==> src/rtl/coef_sequencer_if.sv <==
// Bundle between coef_sequencer and its environment: coefficient stream,
// coefficient-memory port, MAC-side coefficient output and status flags.
interface coef_sequencer_if #(
  parameter int AW = 6,
  parameter int DW = 16
);
  logic          load_start;
  logic          cin_valid;
  logic          cin_ready;
  logic [DW-1:0] cin_data;
  logic          sample_strobe;
  logic [AW-1:0] mem_addr;
  logic          mem_w_en;
  logic [DW-1:0] mem_wdata;
  logic [DW-1:0] mem_rdata;
  logic          coef_valid;
  logic [AW-1:0] coef_idx;
  logic [DW-1:0] coef_data;
  logic          coef_last;
  logic          loaded;
  logic          busy;
  logic          strobe_drop;

  modport master (
    input  load_start, cin_valid, cin_data, sample_strobe, mem_rdata,
    output cin_ready, mem_addr, mem_w_en, mem_wdata,
    output coef_valid, coef_idx, coef_data, coef_last, loaded, busy, strobe_drop
  );

  modport slave (
    output load_start, cin_valid, cin_data, sample_strobe, mem_rdata,
    input  cin_ready, mem_addr, mem_w_en, mem_wdata,
    input  coef_valid, coef_idx, coef_data, coef_last, loaded, busy, strobe_drop
  );
endinterface

==> src/rtl/coef_sequencer.sv <==
// FIR coefficient memory controller: streams a full reload into the memory, then on each
// sample strobe sweeps all taps out; coef outputs lag mem_addr by the 1-cycle read latency.
module coef_sequencer #(
  parameter int TAPS = 64,
  parameter int AW   = 6,
  parameter int DW   = 16
) (
  input  logic            clk,
  input  logic            rst_n,
  coef_sequencer_if.master bus
);

  typedef enum logic [1:0] {IDLE, LOAD, READY, SWEEP} state_t;

  state_t        state, state_nxt;
  logic [AW-1:0] cnt, cnt_nxt;
  logic          loaded_q, loaded_nxt;
  logic          drop_q, drop_nxt;
  logic          cvld_q;
  logic [AW-1:0] cidx_q;
  logic          wr;
  logic          last_cnt;

  assign last_cnt = (cnt == AW'(TAPS - 1));
  assign wr       = (state == LOAD) && bus.cin_valid;

  always_comb begin
    state_nxt      = state;
    cnt_nxt        = cnt;
    loaded_nxt     = loaded_q;
    drop_nxt       = drop_q;
    bus.cin_ready  = 1'b0;
    bus.mem_w_en   = 1'b0;
    bus.mem_addr   = '0;
    bus.mem_wdata  = '0;
    bus.busy       = 1'b0;

    case (state)
      IDLE: begin
        if (bus.load_start) begin
          state_nxt  = LOAD;
          cnt_nxt    = '0;
          loaded_nxt = 1'b0;
          drop_nxt   = 1'b0;
        end
        if (bus.sample_strobe) drop_nxt = 1'b1;
      end

      LOAD: begin
        bus.cin_ready = 1'b1;
        bus.busy      = 1'b1;
        if (wr) begin
          bus.mem_w_en  = 1'b1;
          bus.mem_addr  = cnt;
          bus.mem_wdata = bus.cin_data;
          if (last_cnt) begin
            state_nxt  = READY;
            loaded_nxt = 1'b1;
            cnt_nxt    = '0;
          end else begin
            cnt_nxt = cnt + 1'b1;
          end
        end
        // A restart overrides even a completing final beat.
        if (bus.load_start) begin
          state_nxt  = LOAD;
          cnt_nxt    = '0;
          loaded_nxt = 1'b0;
          drop_nxt   = 1'b0;
        end
        if (bus.sample_strobe) drop_nxt = 1'b1;
      end

      READY: begin
        if (bus.load_start) begin
          state_nxt  = LOAD;
          cnt_nxt    = '0;
          loaded_nxt = 1'b0;
          drop_nxt   = bus.sample_strobe;
        end else if (bus.sample_strobe) begin
          state_nxt = SWEEP;
          cnt_nxt   = '0;
        end
      end

      SWEEP: begin
        bus.busy     = 1'b1;
        bus.mem_addr = cnt;
        if (last_cnt) begin
          state_nxt = READY;
          cnt_nxt   = '0;
        end else begin
          cnt_nxt = cnt + 1'b1;
        end
        if (bus.sample_strobe) drop_nxt = 1'b1;
      end

      default: begin
        state_nxt = IDLE;
        cnt_nxt   = '0;
      end
    endcase
  end

  always_ff @(posedge clk or negedge rst_n) begin
    if (!rst_n) begin
      state    <= IDLE;
      cnt      <= '0;
      loaded_q <= 1'b0;
      drop_q   <= 1'b0;
      cvld_q   <= 1'b0;
      cidx_q   <= '0;
    end else begin
      state    <= state_nxt;
      cnt      <= cnt_nxt;
      loaded_q <= loaded_nxt;
      drop_q   <= drop_nxt;
      cvld_q   <= (state == SWEEP);
      cidx_q   <= (state == SWEEP) ? bus.mem_addr : '0;
    end
  end

  assign bus.coef_valid  = cvld_q;
  assign bus.coef_idx    = cidx_q;
  assign bus.coef_data   = bus.mem_rdata;
  assign bus.coef_last   = cvld_q && (cidx_q == AW'(TAPS - 1));
  assign bus.loaded      = loaded_q;
  assign bus.strobe_drop = drop_q;

endmodule

==> src/flat_wrapper.sv <==
// flat-port wrapper written by rule: the top's interface ports become plain ports
module coef_sequencer_flat 
#(
  parameter int TAPS = 64,
  parameter int AW   = 6,
  parameter int DW   = 16
)
  (clk, rst_n, bus_load_start, bus_cin_valid, bus_cin_data, bus_sample_strobe, bus_mem_rdata, bus_cin_ready, bus_mem_addr, bus_mem_w_en, bus_mem_wdata, bus_coef_valid, bus_coef_idx, bus_coef_data, bus_coef_last, bus_loaded, bus_busy, bus_strobe_drop);
  coef_sequencer_if #(.AW(AW), .DW(DW)) bus_i ();
  input  logic clk;
  input  logic rst_n;
  input wire logic [$bits(bus_i.load_start)-1:0] bus_load_start;
  input wire logic [$bits(bus_i.cin_valid)-1:0] bus_cin_valid;
  input wire logic [$bits(bus_i.cin_data)-1:0] bus_cin_data;
  input wire logic [$bits(bus_i.sample_strobe)-1:0] bus_sample_strobe;
  input wire logic [$bits(bus_i.mem_rdata)-1:0] bus_mem_rdata;
  output wire logic [$bits(bus_i.cin_ready)-1:0] bus_cin_ready;
  output wire logic [$bits(bus_i.mem_addr)-1:0] bus_mem_addr;
  output wire logic [$bits(bus_i.mem_w_en)-1:0] bus_mem_w_en;
  output wire logic [$bits(bus_i.mem_wdata)-1:0] bus_mem_wdata;
  output wire logic [$bits(bus_i.coef_valid)-1:0] bus_coef_valid;
  output wire logic [$bits(bus_i.coef_idx)-1:0] bus_coef_idx;
  output wire logic [$bits(bus_i.coef_data)-1:0] bus_coef_data;
  output wire logic [$bits(bus_i.coef_last)-1:0] bus_coef_last;
  output wire logic [$bits(bus_i.loaded)-1:0] bus_loaded;
  output wire logic [$bits(bus_i.busy)-1:0] bus_busy;
  output wire logic [$bits(bus_i.strobe_drop)-1:0] bus_strobe_drop;
  assign bus_i.load_start = bus_load_start;
  assign bus_i.cin_valid = bus_cin_valid;
  assign bus_i.cin_data = bus_cin_data;
  assign bus_i.sample_strobe = bus_sample_strobe;
  assign bus_i.mem_rdata = bus_mem_rdata;
  assign bus_cin_ready = bus_i.cin_ready;
  assign bus_mem_addr = bus_i.mem_addr;
  assign bus_mem_w_en = bus_i.mem_w_en;
  assign bus_mem_wdata = bus_i.mem_wdata;
  assign bus_coef_valid = bus_i.coef_valid;
  assign bus_coef_idx = bus_i.coef_idx;
  assign bus_coef_data = bus_i.coef_data;
  assign bus_coef_last = bus_i.coef_last;
  assign bus_loaded = bus_i.loaded;
  assign bus_busy = bus_i.busy;
  assign bus_strobe_drop = bus_i.strobe_drop;
  coef_sequencer #(.TAPS(TAPS), .AW(AW), .DW(DW)) u_core (.clk(clk), .rst_n(rst_n), .bus(bus_i));
endmodule
==> config.mk <==
export PLATFORM = sky130hd
export DESIGN_NAME = coef_sequencer_flat
export DESIGN_NICKNAME = d
export VERILOG_FILES = /design/src/rtl/coef_sequencer_if.sv /design/src/rtl/coef_sequencer.sv /design/src/flat_wrapper.sv
export SDC_FILE = /design/constraint.sdc
export NUM_CORES = 1
export LEC_CHECK = 0
export BUFFER_PORTS_ARGS = -buffer_cell sky130_fd_sc_hd__buf_4
export CAP_MARGIN = 20
export CORE_MARGIN = 2
export CORE_UTILIZATION = 35
export CTS_CLUSTER_SIZE = 24
export DETAILED_ROUTE_END_ITERATION = 6
export GPL_ROUTABILITY_DRIVEN = 0
export PLACE_DENSITY = 0.73
export REMOVE_ABC_BUFFERS = 1
export SLEW_MARGIN = 20
export SYNTH_ARGS = -nofsm -noshare
export SYNTH_HDL_FRONTEND = slang
export SYNTH_SLANG_ARGS = --single-unit
==> constraint.sdc <==
create_clock -name clk -period 3.5 [get_ports clk]
set_input_delay 0.875 -clock clk [delete_from_list [all_inputs] [get_ports clk]]
set_output_delay 0.875 -clock clk [all_outputs]
set_load 0.03 [all_outputs]
* Yosys cells after proc, flatten, opt, wreduce, memory -nomap -nowiden *
Cells that the tools add are included.

operators by class
  add/subtract/negate cells = 1
  $mul = 0
  divide/modulo/power cells = 0
  order comparisons = 0
  equal/unequal tests = 13
  shift-type cells = 0
  muxes and demuxes = 32
  bitwise operators = 0
  reduce and logical (&&, ||, !) cells = 10

operators by type and width
  operator               count
  $mux W6                8
  $mux W16               2
  $pmux W6 S4            1
  $eq A6 B6 Y1 const B   2
  $mux W2                6
  $pmux W6 S2            1
  $mux W1                11
  $pmux W2 S4            1
  $add A6 B1 Y6 const B  1
  $ne A2 B2 Y1 const B   3
  $ne A3 B2 Y1 const B   2
  $reduce_and A3 Y1      2
  $reduce_or A2 Y1       3
  $eq A2 B2 Y1 const B   2
  $reduce_and A4 Y1      1
  $ne A3 B1 Y1 const B   1
  $ne A3 B3 Y1 const B   1
  $pmux W1 S3            1
  $eq A2 B1 Y1 const B   1
  $logic_and A1 B1 Y1    2
  $logic_not A2 Y1       1
  $ne A2 B1 Y1 const B   1
  $pmux W1 S2            1
  $reduce_bool A2 Y1     1

storage, ports and cells
  register bits = 17
  bits in latches = 0
  memory bits (writable) = 0
  bits in read-only memories = 0
  output and inout port bits = 51
  word-level logic and storage cells = 62
  memories kept = 0

* Logic depth before layout (Yosys ltp) *
  depth after elaboration = 5
  gate-level depth with buffers = 5
  gate-level depth less buffers = 5

* Worst setup path before layout *
Ideal clock, no wire load.

  path kind = input to output
  from = input port bus_cin_valid
  to = output port bus_mem_addr[0]
  data arrival time = 1.407 ns
  data required time = 2.625 ns
  slack = 1.218 ns
  stages = 3
  cell sequence = nor2_1 -> nor2_1 -> and2_1

on the way
  word-level cells in the longest chain between the ends = 3

RTL lines
  what                 line                  source
  start: declaration   flat_wrapper.sv:13    input wire logic [$bits(bus_i.cin_valid)-1:0] bus_cin_valid;
  $logic_and A1 B1 Y1  coef_sequencer.sv:25  assign wr = (state == LOAD) && bus.cin_valid;
  $mux W6              coef_sequencer.sv:52  if (wr) begin
  $pmux W6 S2          coef_sequencer.sv:38  case (state)
  end: declaration     flat_wrapper.sv:18    output wire logic [$bits(bus_i.mem_addr)-1:0] bus_mem_addr;

No other way between the ends.

* Worst setup path in the final report *
  from = register u_core.state[0]
  to = output port bus_mem_wdata[7]

on the way
  word-level cells in the longest chain between the ends = 4

RTL lines
  what                      line                                        source
  start: declaration        coef_sequencer.sv:15                        state_t state, state_nxt;
  start signal: assignment  coef_sequencer.sv:114                       state <= state_nxt;
  $eq A2 B1 Y1 (*)          coef_sequencer.sv:25, coef_sequencer.sv:38
  $logic_and A1 B1 Y1       coef_sequencer.sv:25
  $mux W16                  coef_sequencer.sv:52
  $mux W16 (*)              coef_sequencer.sv:38
  end: declaration          flat_wrapper.sv:20                          output wire logic [$bits(bus_i.mem_wdata)-1:0] bus_mem_wdata;

Mark *: on every way between the ends. The rest lies on a longest branch, timed or not.

==> metrics.md <==
| Metric | Value |
|---|---|
| Outcome | complete, no violations |
| RSZ-0062 raised after global routing | false |
| Reg2Reg Depth | 5 |
| Area grow syn2layout | 32.0% |
| Layout Nets | 193 |
| Max incr delay on CP | 580 ps |
| Worst setup SP type | register |
| Critical path capture point type | output port |
| Clock period minus worst slack | 2800 ps |
| Mapped Area | 1060 µm² |
| Ys async rst share | 100% |
| Drt total wl | 2750 µm |
| Top Usage Layer GRT | met2 |
| Share of layout cells above drive strength 1 | 43.5% |
| Final Skew | 3.60 ps |
| Clock slew at reported path FFs | 100 ps |
| Setup-failing EPs final | 0 |
| Cell family with most CP delay | simple AND/OR/NAND/NOR gates |
| DR DRC count | 0 |
| Initial antenna violation count | 0 |
| Die Wd | 59.0 µm |
| Primary FF master, synth | dfrtp_1 |
| Site Rows | 19 |
| Critical Path AT | 1920 ps |
| Hold Path Class | in -> async |
| Peak supply drop | 209 µV |
| Gr usage total | 15.6% |
| Fin crit share | 80.0% |
| DRT Pass-1 Iters | 4 |
| Longest Clk Path Bufs | 2 |
| Critical path buffers and inverters | 2 |
| Critical path fanouts, max | 19 |
| Grt ovf | 0 |
| ANT cells | 0 |
| CTS HTree Levels | 1 |
| Mean post-synth cell area | 9.14 µm² |
| Clk root buf | clkbuf_4 |
| Dpl cell area | 1370 µm² |
| Post-route cell area | 1400 µm² |
| Height of the die | 59.0 µm |
| Post-synth EDFFs | 0 |
| Num ports | 88 |
| Final hold violations | 0 |
| Die area | 3480 µm² |
| F_max | 0.357 GHz |
| Pwr Total | 0.397 mW |
| CTS Hold Bufs | 0 |
| Worst-margin pin slew | 554 ps |
| Setup repair bufs after CTS | 0 |
| Fin Setup TNS | 0 ps |
| Critical Path RT | 2620 ps |
| Distinct cell type count after synthesis | 32 |
| # resized after CTS | 0 |
| DRT iter0 DRCs | 23 |
| Worst path slowest cell | dfrtp_1 |
| Max Cap Viol | 0 |
| Post-Synthesis Cells | 116 |
| Met1 usage | 20.8% |
| Fillcell total | 262 |
| Power Density | 284 nW/µm² |
| Post-synthesis sequential area ratio | 40.1% |
| Crit-path cells | inv_1 -> nor2_2 -> and3_1 -> buf_4 |
| #FFs+latches synth | 17 |
| Met2 usage | 22.9% |
| Largest net degree at the start of global routing | 20 |
| Max-slew headroom | 63.0% |
| Inserted Clock Buffers | 3 |
| Sink Count | 17 |
| Avg WL per Cell | 14.9 µm |
| Avg Vias per Cell | 5.06 |
| Critical Path Stages | 4 |
| ANT nets after route | 0 |
| Vias in the first global route | 868 |
| Via Count | 937 |
| Latest clock arrival within the worst-skew pair | 290 ps |
| Port Buffers | 55 |
| DP Worst Slack | 906 ps |
| First-pass GRT wire length | 4150 µm |
| Effective utilization at floorplan | 37.8% |
| Final Slew Violations | 0 |
| Setup ws final | 700 ps |
| Core Region | 2810 µm² |
| DP HPWL | 2220 µm |
| Synth warn | 0 |
| Setup CP Type | reg -> out |
| Met3 Track Usage GR | 7.64% |
| CTS tree | done |
| P_leak | 0.808 nW |
-- cell type report --
| cell class | count | area (µm²) | share of cell area, % |
|---|---|---|---|
| flip-flops and latches | 17 | 425 | 30.4 |
| clock buffers | 3 | 22.5 | 1.61 |
| inverters | 2 | 7.51 | 0.537 |
| well taps | 31 | 38.8 | 2.77 |
| multi-input cells | 76 | 487 | 34.8 |
| clock inverters | 1 | 5.00 | 0.358 |
| repair buffers | 55 | 413 | 29.5 |
-- through the flow --
step           cells  hold WS, ps  util (%)
2_1_floorplan     95          523         -
3_3_place_gp     181          476      48.9
3_5_place_dp     181          486      48.9
4_1_cts          185          425      49.9
5_1_grt          185          414      49.9
6_report         185          419      49.9
-- where the power goes --
part / total [mW] / internal [mW] / switching (mW)
logic: 0.0901 / 0.0402 / 0.0500
clock network: 0.104 / 0.0426 / 0.0613
registers: 0.203 / 0.199 / 0.00360
total: 0.397 / 0.282 / 0.115
-- cell families (layout without fill, tap and decap cells) --
group	count (synthesis)	in the layout	synth area share [%]
mux	1	1	1.06
compound gates	19	19	11.5
buf+inv	23	61	13.9
flops	17	17	40.1
xor+xnor	1	1	0.827
fa+ha+maj	1	1	1.18
simple gates	54	54	31.4
-- sequential cells by signal (all words and copies together), names as in the netlist --
| name | count |
|---|---|
| u_core.bus.strobe_drop | 1 |
| u_core.bus.loaded | 1 |
| u_core.cnt | 6 |
| u_core.bus.coef_idx | 6 |
| u_core.state | 2 |
| u_core.bus.coef_valid | 1 |
-- synthesized netlist by cell type (2+ instances only) --
cell type / instances / area (µm²)
nand2_1: 6 / 22.5
o21ai_0: 3 / 15.0
and2_1: 7 / 43.8
inv_1: 2 / 7.51
buf_4: 16 / 120
nand3_1: 2 / 10.0
clkbuf_1: 4 / 15.0
a21o_1: 2 / 15.0
and3_4: 2 / 22.5
o21a_1: 2 / 15.0
a21oi_1: 4 / 20.0
nand4_1: 2 / 12.5
a22o_1: 2 / 17.5
dfrtp_1: 17 / 425
o21ai_1: 3 / 15.0
and3_1: 21 / 131
nor2_1: 6 / 22.5
-- per-layer routing --
layer / vias up / wire length [µm]
li1: 467 / -
met1: 438 / 1210
met2: 29 / 1370
met3: 3 / 160
met4: 0 / 11
met5: - / 0
-- worst paths after layout --
path	slack, ps	startpoint	to
min in group clk	510	u_core.bus.loaded$_DFFE_PN0P_	u_core.bus.loaded$_DFFE_PN0P_
worst min-delay path	420	rst_n	u_core.cnt[1]$_DFFE_PN0P_
worst max register to register	1980	u_core.cnt[0]$_DFFE_PN0P_	u_core.cnt[5]$_DFFE_PN0P_
worst max-delay path	700	u_core.state[0]$_DFFE_PN0P_	bus_mem_wdata[7]
max in group asynchronous	2890	rst_n	u_core.bus.loaded$_DFFE_PN0P_
worst min register to register	510	u_core.bus.loaded$_DFFE_PN0P_	u_core.bus.loaded$_DFFE_PN0P_
-- layout by cell type, fill, tap and decap left out, types with 2 or more instances in the layout --
master	n
dfrtp_1	17
o21ai_0	3
buf_4	55
inv_1	2
o21a_1	2
nand2_1	6
and3_4	2
a21o_1	2
o21ai_1	3
clkbuf_4	3
nand4_1	2
and3_1	21
a22o_1	2
nor2_1	6
nand3_1	2
and2_1	7
a21oi_1	4
Note: power is estimated with default switching activity, not from simulation.
